**config.mk**
```make
export PLATFORM = sky130hd
export DESIGN_NAME = sseg_scan_dimmer
export DESIGN_NICKNAME = d
export VERILOG_FILES = /design/src/rtl/sseg_scan_dimmer.sv
export SDC_FILE = /design/constraint.sdc
export NUM_CORES = 1
export LEC_CHECK = 0
export CAP_MARGIN = 30
export CELL_PAD_IN_SITES_DETAIL_PLACEMENT = 1
export CELL_PAD_IN_SITES_GLOBAL_PLACEMENT = 2
export CORE_MARGIN = 4
export CORE_UTILIZATION = 37
export DETAILED_ROUTE_END_ITERATION = 10
export GPL_TIMING_DRIVEN = 0
export PLACE_DENSITY_LB_ADDON = 0.1
export SLEW_MARGIN = 20
export SYNTH_ARGS = -nofsm -noshare
export SYNTH_HDL_FRONTEND = slang
export SYNTH_SLANG_ARGS = --single-unit
```
**constraint.sdc**
```tcl
create_clock -name clk -period 4.2 [get_ports clk]
set_input_delay 1.05 -clock clk [delete_from_list [all_inputs] [get_ports clk]]
set_output_delay 1.05 -clock clk [all_outputs]
set_load 0.05 [all_outputs]
```
**src/rtl/sseg_scan_dimmer.sv**
```systemverilog
// Four-digit anode scan with per-slot PWM dimming; free-running, no backpressure, level applies from next slot start.
// Optional SSEG_SOFT_START_EN: effective level ramps one step per frame toward the requested level.
module sseg_scan_dimmer #(
  parameter int SLOT_CYCLES = 16384,
  parameter int LEVEL_RESET = 15
) (
  input  logic       clk,
  input  logic       rst_n,
  input  logic       bright_up,
  input  logic       bright_down,
  input  logic       blank,
  output logic [3:0] sseg_an_control,
  output logic [1:0] digit_sel,
  output logic       pwm,
  output logic [3:0] level,
  output logic       slot_start
);

  localparam int PHASE_LEN = SLOT_CYCLES / 16;
  localparam int SW = (PHASE_LEN > 1) ? $clog2(PHASE_LEN) : 1;
  localparam logic [SW-1:0] SUB_LAST = SW'(PHASE_LEN - 1);
  localparam logic [3:0] LVL_RST = 4'(LEVEL_RESET);
`ifdef SSEG_SOFT_START_EN
  localparam logic [3:0] EFF_RST = 4'd0;
`else
  localparam logic [3:0] EFF_RST = LVL_RST;
`endif

  // slot_cnt is held split as phase (upper) and sub-phase (lower) so the
  // phase compare needs no divider for non-power-of-two slot lengths.
  logic [SW-1:0] sub_q, sub_d;
  logic [3:0]    phase_q, phase_d;
  logic [1:0]    digit_q, digit_d;
  logic [3:0]    an_q, an_d;
  logic [3:0]    level_q, level_d;
  logic [3:0]    eff_q, eff_d;
  logic          blank_q, blank_d;
  logic          phase_end;
  logic          slot_end;

  always_comb begin
    sub_d     = sub_q;
    phase_d   = phase_q;
    digit_d   = digit_q;
    an_d      = an_q;
    level_d   = level_q;
    eff_d     = eff_q;
    blank_d   = blank;
    phase_end = (sub_q == SUB_LAST);
    slot_end  = phase_end && (phase_q == 4'd15);

    if (phase_end) begin
      sub_d   = '0;
      phase_d = phase_q + 4'd1;
    end else begin
      sub_d = sub_q + SW'(1);
    end

    if (slot_end) begin
      digit_d = digit_q + 2'd1;
      an_d    = ~(4'b0001 << digit_d);
`ifdef SSEG_SOFT_START_EN
      if (digit_q == 2'd3) begin
        if (level_q > eff_q) begin
          eff_d = eff_q + 4'd1;
        end else if (level_q < eff_q) begin
          eff_d = eff_q - 4'd1;
        end
      end
`else
      eff_d = level_q;
`endif
    end

    case ({bright_up, bright_down})
      2'b10:   if (level_q != 4'd15) level_d = level_q + 4'd1;
      2'b01:   if (level_q != 4'd0)  level_d = level_q - 4'd1;
      default: level_d = level_q;
    endcase
  end

  always_ff @(posedge clk) begin
    if (!rst_n) begin
      sub_q   <= '0;
      phase_q <= 4'd0;
      digit_q <= 2'd0;
      an_q    <= 4'b1110;
      level_q <= LVL_RST;
      eff_q   <= EFF_RST;
      blank_q <= 1'b1;
    end else begin
      sub_q   <= sub_d;
      phase_q <= phase_d;
      digit_q <= digit_d;
      an_q    <= an_d;
      level_q <= level_d;
      eff_q   <= eff_d;
      blank_q <= blank_d;
    end
  end

  assign slot_start      = (sub_q == '0) && (phase_q == 4'd0);
  assign pwm             = blank_q | (phase_q > eff_q);
  assign sseg_an_control = an_q;
  assign digit_sel       = digit_q;
  assign level           = level_q;

endmodule

```
==> After elaboration in Yosys (flattened, before gate mapping) <==
Cells that the tools add are included.
Widths: inputs -> output; s select.
{ "totals": {"rom_bits": 0, "mem_bits_rw": 0, "out_inout_bits": 12, "wordCells": 35, "in_bits": 5, "latchBits": 0, "n_memories": 0, "ff_bits": 29} }
{ "op_classes": {"n_bitwise": 3, "muxes": 3, "n_shift": 1, "n_eq_ne": 7, "mul": 0, "reduce_logical": 8, "n_div": 0, "add_sub_neg": 5, "magnitude_cmp": 1} }
{ "op_table": {"columns": ["operator", "count"], "rows": [
  ["$add 10x1->10 const B", 1],
  ["$eq 10x10->1 const B", 1],
  ["$logic_not 10->1", 1],
  ["$add 4x1->4 const B", 2],
  ["$mux 4", 2],
  ["$pmux 4 s2", 1],
  ["$eq 4x4->1 const B", 1],
  ["$gt 4x4->1", 1],
  ["$logic_not 4->1", 1],
  ["$ne 2x2->1 const B", 2],
  ["$ne 4x4->1 const B", 1],
  ["$not 4->4", 1],
  ["$reduce_bool 4->1", 1],
  ["$shl 1x2->4 const A", 1],
  ["$sub 4x1->4 const B", 1],
  ["$reduce_and 3->1", 1],
  ["$add 2x1->2 const B", 1],
  ["$eq 2x1->1 const B", 1],
  ["$eq 2x2->1 const B", 1],
  ["$logic_and 1x1->1", 2],
  ["$reduce_bool 2->1", 1],
  ["$reduce_or 2->1", 1],
  ["$not 1->1", 1],
  ["$or 1x1->1", 1]
]} }

==> Logic depth before layout (Yosys ltp) <==
{ "logic_depth": {"ltp_word": 3, "depth_mapped": 8, "ltp_nobuf": 8} }

==> Worst setup path before layout <==
No wires, ideal clock.
{ "synth_timing": {"kind": "register to output", "startpoint": "register phase_q[1]", "endpoint": "output pwm", "path_stages_with_launch": 7, "path_slack_ns": 1.500, "arrival_time_ns": 1.650, "path_buffers": 0, "required_time_ns": 3.150, "cell_sequence": "dfxtp_1 ha_1 nor2b_1 o21ai_0 nand2b_1 a21oi_1 o21bai_1"} }
{ "synth_between": {"elab_chain_len": 2} }
{ "synth_lines": {"columns": ["item", "line", "source"], "rows": [
  ["start, declared", "32", "logic [3:0] phase_q, phase_d;"],
  ["start signal, assigned", "93", "phase_q <= phase_d;"],
  ["$gt 4x4->1", "103", "assign pwm = blank_q | (phase_q > eff_q);"],
  ["$or 1x1->1", "103", null],
  ["end, declared", "14", "output logic pwm,"]
]} }
Every way passes these cells.

==> Worst setup path after layout <==
Same ends and word-level chain as after synthesis.

==> qor.txt <==
status: complete, no violations
max_cap viols: 0
Pwr Total: 0.0006517 W
yosys warns: 0
syn_area_per_cell: 9.196 um2
CTS Hold Bufs: 0
Critical Path Source: phase_q[1]
sequential-to-total area share from yosys stat: 0.3873
Slew Limit Fails: 0
number of fill cells: 438
clk_skew: 0.005590 ns
Mapped Area: 1499 um2
fin nets: 207
Layout area overhead: 20.78%
Worst-Skew Late Latency: 0.28 ns
WHS Endpoint: sub_q[0]
Total Routing Usage GR: 0.1449
first-pass GRT wire length: 5878 um
clock transition at the registers of the reported paths: 0.07 ns
initial antenna violation count: 0
layout cells sized above 1: 0.08021
relative slew slack: 0.6638
Post-Route Setup TNS: 0 ns
DRC: 0
Hold Vio Cnt, Final: 0
area of the multi-input gates: 849.6 um2
Boundary Pins: 17
Post-CTS Setup Inserts: 0
1st-pass router iterations: 4
register area: 580.6 um2
Routed WL: 3337 um
number of global-route vias before repair: 1246
cell count after synthesis: 163
RSZ-0062 raised after global routing: no
worst r2r dst: sseg_an_control[1]
fin crit share: 0.7796
largest net degree at the start of global routing: 12
drt initial violations: 52
Worst IR Drop VDD: 0.1876 mV
CTS tree: built
Hold WS: 0.4761 ns
DIE HEIGHT: 71.65 um
fmax: 305.4 MHz
Tmin final: 3.274 ns
Worst Tran Pin Value: 0.5027 ns
row count: 22
part of the power in combinational logic: 0.181
IO buf count: 16
Die Area: 5134 um2
CP Class: reg2out
Cell Pwr Density: 359.9 nW/um2
antenna cells: 0
WP data required: 3.15 ns
critical path arrival: 2.22 ns
Max H-tree Level: 2
LEAKAGE: 0.8022 nW
Synthesized Nets: 184
critical path launch point type: flip-flop
starting density of the core: 0.3946
worst-path fanout max: 5
R2R Path Start: sub_q[0]
clock sinks: 29
DR vias: 1193
cts repair resizes: 0
Min-Delay Path Class: reg2reg
CTS Buffer Depth: 2
antenna-violating nets left: 0
Seq pwr share: 0.460
RePlAce Congestion: 0.7826
Final Core Density: 0.4766
final setup vio count: 0
Die X-Extent: 71.65 um
critical path endpoint category: primary output
R2R setup slack: 2.37 ns
clk root buf: clkbuf_8
Min-Delay Startpoint: sub_q[0]
detailed placement HPWL: 2528 um
library cells used by synthesis: 35
Psw: 0.0002026 W
Clk network pwr share: 0.359
FF+latch count, synth: 29
Pint: 0.0004491 W
CTS Buf Count: 5
GRT Residual Overflow: 0
Wirelength per Cell: 14.20 um
Register-to-Register Path Depth: 6
sw frac: 0.3109
Core ar.: 3799 um2
routed vias/inst: 5.077
hold-critical path depth: 1
power by group through the flow:
stage / logic (W) / clock network, W / registers, W
2_1_floorplan: 0.0000581 / 0 / 0.000328
3_3_place_gp: 0.000116 / 0 / 0.000305
3_5_place_dp: 0.000118 / 0 / 0.000306
4_1_cts: 0.000119 / 0.000242 / 0.000300
5_1_grt: 0.000128 / 0.000256 / 0.000303
6_report: 0.000118 / 0.000234 / 0.000299
cell usage in the layout (no fill, tap or decap), types with 5 or more instances in the layout:
| cell | count |
|---|---|
| ha_1 | 16 |
| nor2_1 | 7 |
| clkdlybuf4s50_1 | 16 |
| dfxtp_1 | 29 |
| clkbuf_8 | 5 |
| xnor2_1 | 8 |
| o211ai_1 | 6 |
| nand3_1 | 7 |
| and2_1 | 8 |
| nand2_1 | 18 |
| xor2_1 | 7 |
| and3_1 | 7 |
| inv_1 | 12 |
cells by family (layout without fill, tap and decap cells):
kind of cell / after synthesis / after routing / synth area share
buffers and inverters: 16 / 40 / 0.04591
AO/OA/AOI/OAI: 22 / 22 / 0.1010
AND/OR/NAND/NOR: 65 / 65 / 0.2446
XOR/XNOR: 15 / 15 / 0.08765
flip-flops: 29 / 29 / 0.3873
adder cells (fa/ha/maj): 16 / 16 / 0.1336
area by class of cell:
class / instances / share of cell area
multi-input cells: 118 / 0.4692
flip-flops and latches: 29 / 0.3207
repair buffers: 16 / 0.08846
clock buffers: 5 / 0.03801
well taps: 48 / 0.03317
inverters: 12 / 0.02488
plain buffers: 4 / 0.01313
clock inverters: 3 / 0.01244
critical path, cell delays in order (launching register included):
cell and delay, ns:
dfxtp_1 0.41, ha_1 0.27, nor2b_1 0.13, o21ai_0 0.13, nand2b_1 0.07, a21oi_1 0.15
o21bai_1 0.09, clkdlybuf4s50_1 0.70
per-layer routing:
metal / vias to the layer above / global-route usage / share of wire
li1: 601 / - / -
met5: - / 0 / 0
met2: 18 / 0.2418 / 0.48
met1: 572 / 0.1735 / 0.47
met4: 0 / 0.04384 / 0.0057
met3: 2 / 0.05189 / 0.036
cell usage after synthesis:
cell type,n,share of area
a21oi_1,4,0.013
nand2_2,1,0.0042
o22ai_1,1,0.0042
nor3_4,1,0.011
and4_1,1,0.0058
clkbuf_1,2,0.0050
nand4_1,3,0.013
a21boi_1,1,0.0050
inv_1,12,0.030
a21boi_0,1,0.0050
o211ai_1,6,0.030
nand2b_1,4,0.017
and4_4,1,0.0075
a31oi_1,1,0.0042
xnor2_1,8,0.047
a21boi_2,1,0.0075
o21ai_0,4,0.013
and3_1,7,0.029
nor4_1,1,0.0042
nor2b_1,1,0.0042
xor2_1,7,0.041
nor2_1,7,0.018
nor3_1,2,0.0067
o211a_1,1,0.0067
and2_1,8,0.033
a32o_1,1,0.0067
o21bai_1,1,0.0050
nand2_1,18,0.045
ha_1,16,0.13
nor4b_1,2,0.012
nand3_1,7,0.023
buf_6,1,0.0075
nand3_4,1,0.012
dfxtp_1,29,0.39
buf_2,1,0.0033
metrics by stage:
| stage | instance area (um2) | instances | setup slack (ns) |
|---|---|---|---|
| final | 1810 | 235 | 0.9256 |
| after global routing | 1810 | 235 | 0.7697 |
| after CTS | 1810 | 235 | 0.9004 |
| after detailed placement | 1719 | 227 | 1.216 |
| after global placement | 1719 | 227 | 1.253 |
| after floorplan | 1499 | 163 | 1.500 |
how the worst max path moves through the flow:
stage	to	slack (ns)	cells after the start
3_3_place_gp	pwm	1.25	7
4_1_cts	pwm	0.90	7
5_1_grt	pwm	0.77	7
6_report	pwm	0.93	7
3_5_place_dp	pwm	1.22	7
2_1_floorplan	pwm	1.50	6
flip-flops by register name, indices dropped and copies added (netlist names):
register,cells
sub_q,10
level,4
eff_q,4
digit_sel,2
phase_q,4
blank_q,1
sseg_an_control,4
No activity file was read; power rests on OpenSTA's default activity.
